--- config.mk ---
export PLATFORM = sky130hd
export DESIGN_NAME = wb_arbiter
export DESIGN_NICKNAME = d
export VERILOG_FILES = /design/src/rtl/core_defines.sv /design/src/rtl/wb_fifo.sv /design/src/rtl/wb_arbiter.sv
export SDC_FILE = /design/constraint.sdc
export NUM_CORES = 1
export LEC_CHECK = 0
export CELL_PAD_IN_SITES_DETAIL_PLACEMENT = 0
export CELL_PAD_IN_SITES_GLOBAL_PLACEMENT = 1
export CORE_UTILIZATION = 45
export CTS_BUF_LIST = sky130_fd_sc_hd__clkbuf_2
export DETAILED_ROUTE_END_ITERATION = 12
export DONT_BUFFER_PORTS = 1
export HOLD_SLACK_MARGIN = 0.06
export PLACE_DENSITY_LB_ADDON = 0.1
export SLEW_MARGIN = 20
export SYNTH_ARGS = -nofsm -noshare
export SYNTH_HDL_FRONTEND = slang
export SYNTH_SLANG_ARGS = --single-unit
--- constraint.sdc ---
create_clock -name clock -period 4.9 [get_ports clock]
set_clock_uncertainty 0.15 [all_clocks]
set_input_delay 0.98 -clock clock [delete_from_list [all_inputs] [get_ports clock]]
set_output_delay 0.98 -clock clock [all_outputs]
set_load 0.03 [all_outputs]
--- src/rtl/core_defines.sv ---
// Shared register-file writeback definitions: address/data widths and the
// MDU result entry carried through the writeback FIFO.
package core_defines;

    localparam int unsigned REG_ADDR_W = 5;
    localparam int unsigned XLEN       = 32;
    localparam int unsigned NUM_REGS   = 32;

    typedef struct packed {
        logic [REG_ADDR_W-1:0] rd;
        logic [XLEN-1:0]       data;
    } wb_entry_t;

endpackage

--- src/rtl/wb_fifo.sv ---
// Synchronous FIFO for MDU writeback entries. Pointers wrap modulo
// FIFO_DEPTH (power of 2); the extra count bit tells full from empty.
// Push while full and pop while empty are ignored.
module wb_fifo
    import core_defines::*;
#(
    parameter int unsigned FIFO_DEPTH = 4
) (
    input  logic                        clk_i,
    input  logic                        rst_ni,
    input  logic                        push_i,
    input  wb_entry_t                   push_data_i,
    input  logic                        pop_i,
    output wb_entry_t                   head_o,
    output logic                        full_o,
    output logic                        empty_o,
    output logic [$clog2(FIFO_DEPTH):0] count_o
);

    localparam int unsigned PtrW   = $clog2(FIFO_DEPTH);
    localparam int unsigned CountW = PtrW + 1;

    wb_entry_t             mem_q [FIFO_DEPTH];
    logic [PtrW-1:0]       wr_ptr_q, wr_ptr_d;
    logic [PtrW-1:0]       rd_ptr_q, rd_ptr_d;
    logic [CountW-1:0]     count_q, count_d;
    logic                  push_en, pop_en;

    assign full_o  = (count_q == CountW'(FIFO_DEPTH));
    assign empty_o = (count_q == '0);
    assign count_o = count_q;
    assign head_o  = mem_q[rd_ptr_q];
    assign push_en = push_i && !full_o;
    assign pop_en  = pop_i && !empty_o;

    // Next pointer and occupancy from this cycle's push/pop.
    always_comb begin
        wr_ptr_d = wr_ptr_q;
        rd_ptr_d = rd_ptr_q;
        count_d  = count_q;
        if (push_en) wr_ptr_d = wr_ptr_q + 1'b1;
        if (pop_en)  rd_ptr_d = rd_ptr_q + 1'b1;
        if (push_en && !pop_en) begin
            count_d = count_q + 1'b1;
        end else if (!push_en && pop_en) begin
            count_d = count_q - 1'b1;
        end
    end

    // Pointer and occupancy state.
    always_ff @(posedge clk_i or negedge rst_ni) begin
        if (!rst_ni) begin
            wr_ptr_q <= '0;
            rd_ptr_q <= '0;
            count_q  <= '0;
        end else begin
            wr_ptr_q <= wr_ptr_d;
            rd_ptr_q <= rd_ptr_d;
            count_q  <= count_d;
        end
    end

    // Entry storage; contents are meaningless while not counted.
    always_ff @(posedge clk_i) begin
        if (push_en) mem_q[wr_ptr_q] <= push_data_i;
    end

endmodule

--- src/rtl/wb_arbiter.sv ---
// Writeback arbiter: merges the non-stallable pipeline result and buffered
// MDU results into one registered register-file write per cycle, with a
// starvation guard for the FIFO and a pending-register scoreboard.
// Optional sticky protocol-error flag enabled by defining WB_ERRCHK_EN.
module wb_arbiter
    import core_defines::*;
#(
    parameter int unsigned FIFO_DEPTH = 4,
    parameter int unsigned STARVE_MAX = 8
) (
    input  logic                  clock,
    input  logic                  reset,
    input  logic                  pipe_valid,
    input  logic [REG_ADDR_W-1:0] pipe_rd,
    input  logic [XLEN-1:0]       pipe_data,
    output logic                  pipe_stall,
    input  logic                  mdu_valid,
    output logic                  mdu_ready,
    input  logic [REG_ADDR_W-1:0] mdu_rd,
    input  logic [XLEN-1:0]       mdu_data,
    input  logic                  iss_valid,
    input  logic [REG_ADDR_W-1:0] iss_rd,
    input  logic [REG_ADDR_W-1:0] rs1,
    input  logic [REG_ADDR_W-1:0] rs2,
    output logic                  rs1_busy,
    output logic                  rs2_busy,
`ifdef WB_ERRCHK_EN
    output logic                  err,
`endif
    output logic                  wEn,
    output logic [REG_ADDR_W-1:0] write_sel,
    output logic [XLEN-1:0]       write_data
);

    localparam int unsigned StarveW = $clog2(STARVE_MAX);

    wb_entry_t                   head, push_entry;
    logic                        fifo_full, fifo_empty, fifo_push, fifo_pop;
    logic [$clog2(FIFO_DEPTH):0] fifo_count;
    logic                        pipe_wr;

    logic                        wen_q, wen_d;
    logic [REG_ADDR_W-1:0]       sel_q, sel_d;
    logic [XLEN-1:0]             data_q, data_d;
    logic                        stall_q, stall_d;
    logic [StarveW-1:0]          starve_q, starve_d;
    logic [NUM_REGS-1:0]         pend_q, pend_d;

    assign push_entry = '{rd: mdu_rd, data: mdu_data};
    assign mdu_ready  = !fifo_full;
    assign fifo_push  = mdu_valid && mdu_ready;
    // A result offered during stall is dropped; rd=0 never claims the slot.
    assign pipe_wr    = pipe_valid && !stall_q && (pipe_rd != '0);
    assign fifo_pop   = !fifo_empty && (stall_q || !pipe_wr);

    assign pipe_stall = stall_q;
    assign wEn        = wen_q;
    assign write_sel  = sel_q;
    assign write_data = data_q;
    assign rs1_busy   = pend_q[rs1];
    assign rs2_busy   = pend_q[rs2];

    wb_fifo #(
        .FIFO_DEPTH (FIFO_DEPTH)
    ) u_fifo (
        .clk_i       (clock),
        .rst_ni      (reset),
        .push_i      (fifo_push),
        .push_data_i (push_entry),
        .pop_i       (fifo_pop),
        .head_o      (head),
        .full_o      (fifo_full),
        .empty_o     (fifo_empty),
        .count_o     (fifo_count)
    );

    a_fifo_consistent: assert property (@(posedge clock) disable iff (!reset)
        fifo_empty == (fifo_count == '0));

    // Slot selection: forced drain, then pipeline, then opportunistic drain.
    always_comb begin
        wen_d  = 1'b0;
        sel_d  = sel_q;
        data_d = data_q;
        if (fifo_pop) begin
            if (head.rd != '0) begin
                wen_d  = 1'b1;
                sel_d  = head.rd;
                data_d = head.data;
            end
        end else if (pipe_wr) begin
            wen_d  = 1'b1;
            sel_d  = pipe_rd;
            data_d = pipe_data;
        end
    end

    // Starvation: count cycles the FIFO loses the slot; on reaching
    // STARVE_MAX-1 raise a one-cycle stall and restart the count.
    always_comb begin
        starve_d = '0;
        stall_d  = 1'b0;
        if (!fifo_empty && !fifo_pop) begin
            if (starve_q == StarveW'(STARVE_MAX - 2)) begin
                stall_d = 1'b1;
            end else begin
                starve_d = starve_q + 1'b1;
            end
        end
    end

    // Scoreboard: clear on FIFO drain, then set on issue so set wins.
    always_comb begin
        pend_d = pend_q;
        if (fifo_pop && (head.rd != '0)) pend_d[head.rd] = 1'b0;
        if (iss_valid && (iss_rd != '0)) pend_d[iss_rd] = 1'b1;
        pend_d[0] = 1'b0;
    end

    // Registered write port, stall pulse, starve counter and scoreboard.
    always_ff @(posedge clock or negedge reset) begin
        if (!reset) begin
            wen_q    <= 1'b0;
            sel_q    <= '0;
            data_q   <= '0;
            stall_q  <= 1'b0;
            starve_q <= '0;
            pend_q   <= '0;
        end else begin
            wen_q    <= wen_d;
            sel_q    <= sel_d;
            data_q   <= data_d;
            stall_q  <= stall_d;
            starve_q <= starve_d;
            pend_q   <= pend_d;
        end
    end

`ifdef WB_ERRCHK_EN
    logic err_q, err_d;

    assign err = err_q;

    // Sticky protocol-violation flag.
    always_comb begin
        err_d = err_q;
        if (pipe_valid && stall_q) err_d = 1'b1;
        if (iss_valid && (iss_rd != '0) && pend_q[iss_rd]) err_d = 1'b1;
        if (fifo_push && (mdu_rd != '0) && !pend_q[mdu_rd]) err_d = 1'b1;
    end

    // Error flag register, cleared only by reset.
    always_ff @(posedge clock or negedge reset) begin
        if (!reset) err_q <= 1'b0;
        else        err_q <= err_d;
    end
`endif

endmodule

==> impl_summary.md <==
Placement
The detailed placer's ending HPWL is 14,500 µm. At the end of routability-driven placement, the weighted congestion stood at 0.865. The number of port buffers is 0. Summing all placed instances gives a cell area of 0.0103 mm².

Prior to clock tree synthesis, the placed netlist has a worst setup slack of 1.33 ns. Once placement completed, the tool counted placed cells totaling 896.

Logic synthesis
The count of yosys warnings during synthesis is 0. The mux share of post-synthesis cell area is 13.7%. Of the total synthesized cell area, the portion taken by full adders, half adders and majority gates is 0.820%. The area of the mapped netlist is 0.0101 mm².

Yosys mapped a number of flops with a built-in enable equal to 148. The synthesized netlist contains 44 unique library cells. The area fraction in compound gates after synthesis is 11.8%. The synthesized area divided by synthesized cell count is 15.3 µm².

In this run, synthesis produced a sequential element count of 228. The synthesized netlist net count is 758. The synthesized netlist devotes 5.32% of its cell area to simple gates. The gate count of the mapped netlist is 658. Among all flip-flop cells after synthesis, the most frequent one is sky130_fd_sc_hd__edfxtp_1. The post-synthesis xor/xnor area fraction is 0.522%. For this run, asynchronously set or reset flops after synthesis account for 35.1%.

Of the synthesized area, sequential elements account for 64.0%. After synthesis, the largest family of logic cells by area is multiplexers.

Floorplanning
The number of top-level pins is 136. From left edge to right edge, the die measures 152 µm. The die height is 152 µm.

The total number of placement rows is 54. The floorplan step defined a die boundary enclosing 0.0230 mm². The core region is 0.0219 mm². For this configuration, the core starts out at a cell density of 46.0%.

Power and ir drop
Summed over all cells, the static leakage comes to 0.00408 µW. The power per cell area is 585 mW/mm². Across the VDD grid, the largest voltage drop is 0.000249 V.

Finish
The finished cells cover 0.0113 mm². Relative to the synthesized area, the layout overhead comes to 12.3%. The number of filler instances in the final layout is 1,920. In the final layout, the share of cells above drive strength 1 is 25.6%.

The number of nets in the finished design is 818. In the layout the commonest cells are sky130_fd_sc_hd__edfxtp_1, sky130_fd_sc_hd__clkbuf_2, sky130_fd_sc_hd__dfrtp_1. The finished layout holds 1,052 standard cells, fillers aside. The commonest non-fill, non-tap cell in the layout is sky130_fd_sc_hd__edfxtp_1.

Global route
Entering global routing, the biggest net connects 81 pins. The total congestion overflow is 0. The number of antenna violations at the first check in global routing is 3. For this run, the total global-route usage over all layers was measured as 21.8%.

The global-route wire length before repair is 37,500 µm. The via count of the first global-routing pass is 6,600.

Setup path
The kind of capture point of the worst setup path is an output pin. The required time at the worst-slack endpoint is 3.77 ns. The worst setup path is of the register to output pin kind. For the worst setup path, the data arrival time is 2.59 ns. Of all nets on the critical path, the largest fanout is 4.

The worst setup path is launched from a register.

Routing
The detailed router finished its first iteration with 355 violations. The total routed wirelength is 24,300 µm. Once detail routing completed, the nets flagged for antenna violations numbered 0. Dividing the detail-routed wire length by the instance count gives 23.1 µm. The via count normalized by instance count is 5.99.

The first detailed-routing pass ran for 5 iterations. The number of design rule violations left after detail routing is 0. The final route contains 6,306 vias.

Clock network
The root buffer cell is sky130_fd_sc_hd__clkbuf_2. Once the clock tree was built, the setup fixing pass inserted 0 buffers. The latest clock arrival within the worst-skew pair is 0.83 ns. The clock net sink count is 228. The clock tree synthesis step divided the H-tree into 2 levels. Counting along the longest clock path gives a buffer depth of 3. The clock-pin slew reported for the worst setup and hold paths after clock tree synthesis is 0.11 ns. TritonCTS built the clock tree.

Counting the buffers created by CTS gives 59.

STA
For the finished layout, the period the worst path requires is 3.72 ns. Summed over all failing endpoints, the final setup total negative slack is 0 ns. The worst path uses 76.0% of the clock period. The number of hold-slack violations in the final timing report came to 0. At the pin with the least slew margin, the transition time is 1.01 ns.

The relative max-transition margin is 32.2%. The worst setup slack after layout is 1.18 ns. The max-slew violation total from the final report was 0. The top achievable clock speed is 0.269 GHz. Setup violations remaining at the end of the flow were counted as 0. Setup repair after global routing left no endpoint under its margin.

Status
The flow ran to the end, and the final reports show no timing, DRC or antenna violations.

Hold path
The class of the tightest hold or removal check is input pin to register.

Job
The max capacitance violation total is 0.
[kinds of logic after synthesis]
kind of cell / after synthesis
mux: 68
fa+ha+maj: 6
compound gates: 148
xor+xnor: 6
simple gates: 109
flops: 228
buf+inv: 93
[metrics by stage]
step	power (µW)	utilization, %	hold slack, ns
2_1_floorplan	4700	-	0.326
3_3_place_gp	5240	47.1	0.343
3_5_place_dp	5290	47.1	0.376
4_1_cts	6690	51.5	0.0616
5_1_grt	7040	51.6	0.0642
6_report	6610	51.6	0.169
[cell usage after synthesis (13+ instances only)]
master                      instances  area share (%)
sky130_fd_sc_hd__edfxtp_1         148              44
sky130_fd_sc_hd__o21ai_0           13            0.65
sky130_fd_sc_hd__a311oi_1          34             3.0
sky130_fd_sc_hd__mux4_2            55              12
sky130_fd_sc_hd__o211ai_1          16             1.2
sky130_fd_sc_hd__o41ai_1           32             2.8
sky130_fd_sc_hd__inv_1             39             1.5
sky130_fd_sc_hd__nand2_1           22            0.82
sky130_fd_sc_hd__nor2_1            42             1.6
sky130_fd_sc_hd__buf_2             15            0.75
sky130_fd_sc_hd__a2111oi_0         35             3.0
sky130_fd_sc_hd__dfrtp_1           80              20
sky130_fd_sc_hd__clkbuf_1          33             1.2
[critical path: stages (launching register included)]
cell	delay [ns]
sky130_fd_sc_hd__dfrtp_1	0.45
sky130_fd_sc_hd__mux4_2	0.47
sky130_fd_sc_hd__mux4_2	0.48
sky130_fd_sc_hd__mux2_2	0.36
[area by class of cell]
| type | count | area [µm²] | area share (%) |
|---|---|---|---|
| inverters | 39 | 146 | 1.30 |
| multi-input cells | 337 | 3270 | 28.9 |
| clock buffers | 105 | 526 | 4.65 |
| clock inverters | 7 | 35.0 | 0.310 |
| diodes | 3 | 7.51 | 0.0664 |
| flip-flops and latches | 228 | 6450 | 57.1 |
| well taps | 280 | 350 | 3.10 |
| repair buffers | 53 | 518 | 4.58 |
[what timing repair did]
action / 4_1_cts / 5_1_grt
endpoints found under the setup margin: 0 / 0
resized for setup: 0 / 0
endpoints found under the hold margin: 228 / 2
hold buffers: 39 / 2
[flip-flops by register name (all words and copies together), names as in the netlist]
register         count
starve_q             3
wEn                  1
write_sel            5
pend_q              31
pipe_stall           1
u_fifo.count_o       3
u_fifo.wr_ptr_q      2
u_fifo.mem_q       148
u_fifo.rd_ptr_q      2
write_data          32
[path summary, 6_finish.rpt]
path                       slack, ns                  to  cells past startpoint               start
min in group asynchronous       0.60          pend_q[30]                      2               reset
hold / removal                  0.17      write_data[16]                      2       pipe_data[16]
setup reg to reg                1.38       write_data[6]                      5  u_fifo.rd_ptr_q[0]
hold reg to reg                 0.40   u_fifo.count_o[0]                      1   u_fifo.count_o[0]
max in group asynchronous       3.57  u_fifo.rd_ptr_q[1]                      2               reset
setup / recovery                1.18            rs1_busy                      3          pend_q[30]
[per-layer routing]
layer	wire length [µm]	GRT usage, %	up-vias
li1	-	-	2849
met1	10500	29.8	3196
met2	11600	33.7	228
met3	1770	5.90	33
met4	374	7.38	0
met5	0	0	-
[report_power, final]
group | total (µW) | switching [µW] | internal (µW)
clock | 1320 | 768 | 554
combinational | 2050 | 1210 | 846
sequential | 3240 | 653 | 2580
total | 6610 | 2630 | 3980
Power figures use the tool's default switching activity.
